File: config.mk
export PLATFORM = sky130hd
export DESIGN_NAME = pps_sync_ctrl
export DESIGN_NICKNAME = d
export VERILOG_FILES = /design/src/rtl/pps_sync_ctrl.sv
export SDC_FILE = /design/constraint.sdc
export NUM_CORES = 1
export LEC_CHECK = 0
export BUFFER_PORTS_ARGS = -buffer_cell sky130_fd_sc_hd__buf_4
export CORE_MARGIN = 2
export CORE_UTILIZATION = 40
export DETAILED_ROUTE_END_ITERATION = 8
export HOLD_SLACK_MARGIN = 0.1
export MAX_ROUTING_LAYER = met4
export PLACE_DENSITY = 0.63
export REMOVE_ABC_BUFFERS = 1
export SETUP_SLACK_MARGIN = 0.5
export SYNTH_ARGS = -nofsm -noshare
export SYNTH_HDL_FRONTEND = slang
export SYNTH_SLANG_ARGS = --single-unit
File: constraint.sdc
create_clock -name sys0_clk -period 5.38 [get_ports sys0_clk]
set_clock_uncertainty 0.15 [all_clocks]
set_input_delay 0.807 -clock sys0_clk [delete_from_list [all_inputs] [get_ports sys0_clk]]
set_output_delay 0.807 -clock sys0_clk [all_outputs]
set_load 0.02 [all_outputs]
File: src/rtl/pps_sync_ctrl.sv
// PPS discipline controller: qualifies an external PPS against a nominal period,
// sequences freerun/acquire/lock/holdover and drives a disciplined local PPS.
module pps_sync_ctrl #(
  parameter int unsigned CLK_HZ     = 200_000_000,
  parameter int unsigned TOL        = 2000,
  parameter int unsigned LOCK_COUNT = 3,
  parameter int unsigned PULSE_CYC  = 20_000_000,
  parameter int unsigned HOLD_MAX   = 60
) (
  input  logic        sys0_clk,
  input  logic        sys0_rst,
  input  logic        ext_en,
  input  logic        ppsExtIn,
  output logic        ppsOut,
  output logic        pps_tick,
  output logic [1:0]  state,
  output logic        locked,
  output logic [31:0] period,
  output logic [7:0]  lost_cnt
);

  typedef enum logic [1:0] {
    FREERUN  = 2'd0,
    ACQUIRE  = 2'd1,
    LOCKED   = 2'd2,
    HOLDOVER = 2'd3
  } state_t;

  localparam logic [31:0] WIN_LO  = 32'(CLK_HZ - TOL);
  localparam logic [31:0] WIN_HI  = 32'(CLK_HZ + TOL);
  localparam logic [31:0] TIMEOUT = 32'(CLK_HZ + TOL + 1);
  localparam logic [31:0] CNT_MAX = 32'hFFFF_FFFF;

  localparam int GW = (LOCK_COUNT > 1) ? $clog2(LOCK_COUNT + 1) : 1;
  localparam int HW = (HOLD_MAX > 1) ? $clog2(HOLD_MAX + 1) : 1;
  localparam int PW = (PULSE_CYC > 1) ? $clog2(PULSE_CYC) : 1;

  localparam logic [GW-1:0] GOOD_LAST  = GW'(LOCK_COUNT - 1);
  localparam logic [HW-1:0] HOLD_LAST  = HW'(HOLD_MAX - 1);
  localparam logic [PW-1:0] PULSE_LOAD = PW'(PULSE_CYC - 1);

  logic          sync1;
  logic          sync2;
  logic          sync_prev;
  logic          ext_edge;
  logic [31:0]   cnt;
  logic [31:0]   lcnt;
  state_t        st;
  logic [GW-1:0] good;
  logic [HW-1:0] hold;
  logic [PW-1:0] pcnt;

  logic in_window;
  logic timeout;
  logic wrap;
  logic force_tick;
  logic tick;

  assign state = st;

  // Input path: two synchronizer flops, then a registered, gated rising-edge strobe.
  // NOTE: sequential state uses non-blocking assignments so every flop samples pre-edge values.
  always_ff @(posedge sys0_clk or posedge sys0_rst) begin
    if (sys0_rst) begin
      sync1     <= 1'b0;
      sync2     <= 1'b0;
      sync_prev <= 1'b0;
      ext_edge  <= 1'b0;
    end else begin
      sync1     <= ppsExtIn;
      sync2     <= sync1;
      sync_prev <= sync2;
      ext_edge  <= sync2 & ~sync_prev & ext_en;
    end
  end

  // cnt holds the distance since the last edge at the moment the next edge is seen.
  always_ff @(posedge sys0_clk or posedge sys0_rst) begin
    if (sys0_rst) begin
      cnt <= 32'd0;
    end else if (ext_edge) begin
      cnt <= 32'd1;
    end else if (cnt != CNT_MAX) begin
      cnt <= cnt + 32'd1;
    end
  end

  assign in_window  = ext_edge && (cnt >= WIN_LO) && (cnt <= WIN_HI);
  assign timeout    = !ext_edge && (cnt == TIMEOUT);
  assign wrap       = (lcnt >= period - 32'd1);
  assign force_tick = in_window &&
                      ((st == LOCKED) || ((st == ACQUIRE) && (good == GOOD_LAST)));
  // A forced realign and a natural wrap landing together collapse into one tick.
  assign tick       = force_tick || wrap;

  always_ff @(posedge sys0_clk or posedge sys0_rst) begin
    if (sys0_rst) begin
      lcnt <= 32'd0;
    end else if (tick) begin
      lcnt <= 32'd0;
    end else begin
      lcnt <= lcnt + 32'd1;
    end
  end

  always_ff @(posedge sys0_clk or posedge sys0_rst) begin
    if (sys0_rst) begin
      st       <= FREERUN;
      locked   <= 1'b0;
      good     <= '0;
      hold     <= '0;
      period   <= 32'(CLK_HZ);
      lost_cnt <= 8'd0;
    end else begin
      case (st)
        FREERUN: begin
          if (ext_edge) begin
            st   <= ACQUIRE;
            good <= '0;
          end
        end

        ACQUIRE: begin
          if (in_window) begin
            period <= cnt;
            good   <= good + GW'(1);
            if (good == GOOD_LAST) begin
              st     <= LOCKED;
              locked <= 1'b1;
            end
          end else if (ext_edge) begin
            good <= '0;
          end else if (timeout) begin
            st <= FREERUN;
          end
        end

        LOCKED: begin
          if (in_window) begin
            period <= cnt;
          end else if (ext_edge) begin
            st     <= ACQUIRE;
            locked <= 1'b0;
            good   <= '0;
          end else if (timeout) begin
            st     <= HOLDOVER;
            locked <= 1'b0;
            hold   <= '0;
            if (lost_cnt != 8'hFF) begin
              lost_cnt <= lost_cnt + 8'd1;
            end
          end
        end

        HOLDOVER: begin
          if (ext_edge) begin
            st   <= ACQUIRE;
            good <= '0;
          end else if (wrap) begin
            hold <= hold + HW'(1);
            if (hold == HOLD_LAST) begin
              st <= FREERUN;
            end
          end
        end

        default: begin
          st     <= FREERUN;
          locked <= 1'b0;
        end
      endcase
    end
  end

  // Output pulse: a new tick always restarts the high time from the full width.
  always_ff @(posedge sys0_clk or posedge sys0_rst) begin
    if (sys0_rst) begin
      pps_tick <= 1'b0;
      ppsOut   <= 1'b0;
      pcnt     <= '0;
    end else begin
      pps_tick <= tick;
      if (tick) begin
        ppsOut <= 1'b1;
        pcnt   <= PULSE_LOAD;
      end else if (pcnt != '0) begin
        pcnt <= pcnt - PW'(1);
      end else begin
        ppsOut <= 1'b0;
      end
    end
  end

endmodule

==> flow_metrics.env <==
export IMPL_hold_path_class="flip-flop to flip-flop"
export IMPL_cts_sinks=146
export IMPL_slew_viol_final=0
export IMPL_final_area_mm2=0.00961
export IMPL_grt_antenna_before_repair=0
export IMPL_final_cells=1196
export IMPL_fin_util_pct=47.3
export IMPL_worstPathArrival_ns=4.86
export IMPL_hold_start="sync1"
export IMPL_fin_crit_sh_pct=87.4
export IMPL_cts_max_level=4
export IMPL_syn_inst=866
export IMPL_cts_buffers=17
export IMPL_grt_pass1_wl_mm=30.2
export IMPL_switchingPower_w=0.000612
export IMPL_dpl_cell_area_mm2=0.00894
export IMPL_start_util_pct=41.0
export IMPL_viasPerCell=5.20
export IMPL_ys_warn_count=0
export IMPL_wl_per_cell_um=14.8
export IMPL_r2r_setup_slack_ns=0.68
export IMPL_ys_types=69
export IMPL_dp_cells=1164
export IMPL_ir_drop_uv=190
export IMPL_synth_async_reset_ratio_pct=100
export IMPL_setup_violations=0
export IMPL_grt_usage_pct=17.4
export IMPL_synth_compound_area_share_pct=7.46
export IMPL_synth_edf_count=0
export IMPL_synth_top_family_by_area="simple AND/OR/NAND/NOR gates"
export IMPL_p_leak_nw=4.72
export IMPL_num_vias=6220
export IMPL_tightest_slew_ns=1.19
export IMPL_post_route_min_period_ns=4.70
export IMPL_grt_pass1_vias=6083
export IMPL_drv_cap=0
export IMPL_fill_cells=1986
export IMPL_path_buf_inv=1
export IMPL_synthAdderAreaFrac_pct=7.07
export IMPL_multi_input_area_mm2=0.00444
export IMPL_critPathCaptureType="flip-flop"
export IMPL_ys_flop_type="dfrtp_1"
export IMPL_hold_violations=0
export IMPL_overflow=0
export IMPL_final_layout_size_suffix_gt1_share_pct=15.0
export IMPL_max_freq_ghz=0.213
export IMPL_dr_pass1_iters=4
export IMPL_min_path_cells=0
export IMPL_synth_seq_area_share_pct=44.1
export IMPL_r2r_end="hold[4]"
export IMPL_met2_length_mm=8.74
export IMPL_clk_latency_ns=0.43
export IMPL_r2r_cells=16
export IMPL_route_detailed_drc=0
export IMPL_place_hpwl_mm=12.3
export IMPL_clkPwrFrac_pct=49.0
export IMPL_row_count=52
export IMPL_critPathKind="flip-flop to flip-flop"
export IMPL_min_to="sync2"
export IMPL_cts_buffer_depth=2
export IMPL_highest_layer="met4"
export IMPL_cts_hold_buf=0
export IMPL_area_growth_syn_to_layout_pct=15.6
export IMPL_yosysTopAreaCell="dfrtp_1"
export IMPL_detail_route_antenna_nets=0
export IMPL_drt_iter0_markers=325
export IMPL_drt_total_wl_mm=17.7
export IMPL_slowest_stage="or4_4"
export IMPL_wl_met3_um=690
export IMPL_die_w_um=148
export IMPL_ys_ff_latch=146
export IMPL_syn_area_mm2=0.00831
export IMPL_start_kind="flip-flop"
export IMPL_path_max_fanout=10
export IMPL_p_comb_share_pct=5.7
export IMPL_clockRootBuffer="clkbuf_16"
export IMPL_setup_tns_ns=0
export IMPL_gp_congestion=0.858
export IMPL_seqPwrFrac_pct=45.2
export IMPL_pin_count=49
export IMPL_p_per_area_mw_per_mm2=265
export IMPL_core_area_mm2=0.0203
export IMPL_io_buffers=48
export IMPL_synthSimpleGateAreaFrac_pct=24.4
export IMPL_nNetsFinal=964
export IMPL_synthXorXnorAreaFrac_pct=11.5
export IMPL_synth_top_area_share_pct=40.3
export IMPL_path_cells="or4_4, or4_4, or3_4, nand2b_4, or3_4, nor4_4, xnor2_1, ha_1, nand4_1, nor2_1, a221oi_2, nand2_1, a21oi_2, buf_4, nor4_1, a311o_1"
export IMPL_synthTopCellsByArea="dfrtp_1, ha_1, xnor2_1"
export IMPL_cts_tree="yes"
export IMPL_crit_required_ns=5.53
export IMPL_seqCellArea_mm2=0.00367
export IMPL_dieArea_mm2=0.0220
export IMPL_synth_avg_cell_area_um2=9.60
export IMPL_slowest_delay_ns=0.57
export IMPL_rsz0062_at_grt="no"
export IMPL_n_antenna_cell=0
export IMPL_critPathTopFamily="simple AND/OR/NAND/NOR gates"
export IMPL_wl_met1_mm=8.11
export IMPL_status="finished clean"
export IMPL_muxShareOfSynthArea_pct=2.65
export IMPL_die_h_um=148
export IMPL_clkTransAtPathRegs_ns=0.06
export IMPL_intPower_w=0.00194
export IMPL_swShare_pct=24.0
export IMPL_r2r_start="period[8]"
export IMPL_maxSlewHeadroom_pct=19.9
export IMPL_grt_max_degree=104
[sequential cells by signal, indices dropped and copies added, names as in the netlist]
register and flops:
pcnt 25, locked 1, hold 6, sync1 1, lost_cnt 8, pps_tick 1, ext_edge 1, state 2
sync2 1, good 2, ppsOut 1, sync_prev 1, lcnt 32, period 32, cnt 32
[final cells by class]
cell class                      count  area share, %
Timing Repair Buffer               55           4.34
Clock buffer                       19           4.71
Multi-Input combinational cell    664           46.2
Sequential cell                   146           38.2
Inverter                           29           1.19
Tap cell                          270           3.52
Clock inverter                     13           1.84
[cells in the final DEF, fill, tap and decap left out, types with 3 or more instances in the layout]
cell and n:
or3_1 13, nand4_1 23, or4_1 12, and2_1 16
nor4_1 20, buf_4 54, dfrtp_1 134, xor2_1 48
mux2_2 15, nor3_1 25, nor2_1 118, and3_1 11
nand2_1 77, ha_1 47, or4_4 3, and4_1 5
mux2i_1 4, nand3_1 35, o21ai_0 27, bufinv_16 3
clkinv_4 4, a21oi_1 26, a211oi_1 5, dfstp_2 12
o211ai_1 5, xnor2_1 61, inv_1 26, nand2b_1 16
clkbuf_16 17
[worst reg2reg max path, stage by stage (launching register included)]
cell	delay, ns
dfrtp_1	0.41
or4_4	0.57
or4_4	0.47
or3_4	0.36
nand2b_4	0.18
or3_4	0.41
nor4_4	0.15
xnor2_1	0.15
ha_1	0.26
nand4_1	0.18
nor2_1	0.09
a221oi_2	0.28
nand2_1	0.11
a21oi_2	0.17
buf_4	0.21
nor4_1	0.07
a311o_1	0.36
[cell usage after synthesis (2+ instances only)]
cell type	instances
nand4b_1	2
or4_4	3
nand4_1	23
nand2_1	77
o311ai_1	2
a22oi_1	2
nand3_1	35
nor3_1	25
xnor2_1	61
and4_1	5
or3_4	2
ha_1	47
a21o_1	2
mux2i_1	4
a211o_1	2
dfstp_2	12
nor2_1	118
o211ai_1	5
o21ai_0	27
a21oi_1	27
nand2b_1	16
and2_1	16
or4b_1	2
or3_1	13
inv_1	27
or4_1	12
dfrtp_1	134
and3_1	11
a221oi_1	2
buf_4	5
buf_2	5
nor4_1	21
a211oi_1	5
mux2_2	15
clkbuf_1	17
xor2_1	48
a2111o_1	2
a31oi_1	2
nor2b_1	2
[kinds of logic after synthesis]
| logic type | count (synthesis) |
|---|---|
| muxes | 20 |
| buffers and inverters | 56 |
| xor gates and xnor gates | 109 |
| DFF | 146 |
| AOI/OAI and AO/OA | 93 |
| adders and majority gates | 47 |
| and+or+nand+nor | 395 |
[power groups by stage]
stage	sequential [W]	combinational [W]	clock (W)
after floorplan	0.00117	0.000103	0
after global placement	0.00117	0.000149	0
after detailed placement	0.00117	0.000149	0
after CTS	0.00115	0.000149	0.00128
after global routing	0.00116	0.000171	0.00133
final	0.00115	0.000146	0.00125
[routing by layer]
metal / GRT usage (%) / vias to the layer above
met3: 3.40 / 12
met5: - / -
met4: 5.33 / 0
met2: 28.2 / 74
met1: 22.2 / 3013
li1: - / 3121
[what timing repair did]
action / in CTS / in global routing
setup endpoints to repair: 0 / 62
gates resized for setup: 0 / 6
endpoints found under the hold margin: 0 / 0
setup buffers: 0 / 0
[worst max path at each step]
stage,from,endpoint,slack [ns],cells past startpoint
after floorplan,period[8],pcnt[8],0.26,16
after global placement,period[8],lcnt[30],0.74,17
after detailed placement,period[8],lcnt[14],0.57,17
after CTS,period[8],pcnt[14],0.56,17
after global routing,period[8],state[1],0.51,15
final,period[8],hold[4],0.68,16
[stage by stage]
| stage | total power (W) | hold WS [ns] | setup WS [ns] |
|---|---|---|---|
| after CTS | 0.00258 | 0.206 | 0.555 |
| after global placement | 0.00132 | 0.185 | 0.736 |
| after floorplan | 0.00127 | 0.181 | 0.261 |
| after detailed placement | 0.00132 | 0.191 | 0.566 |
| final | 0.00255 | 0.200 | 0.676 |
| after global routing | 0.00266 | 0.209 | 0.507 |
Power figures use the tool's default switching activity.
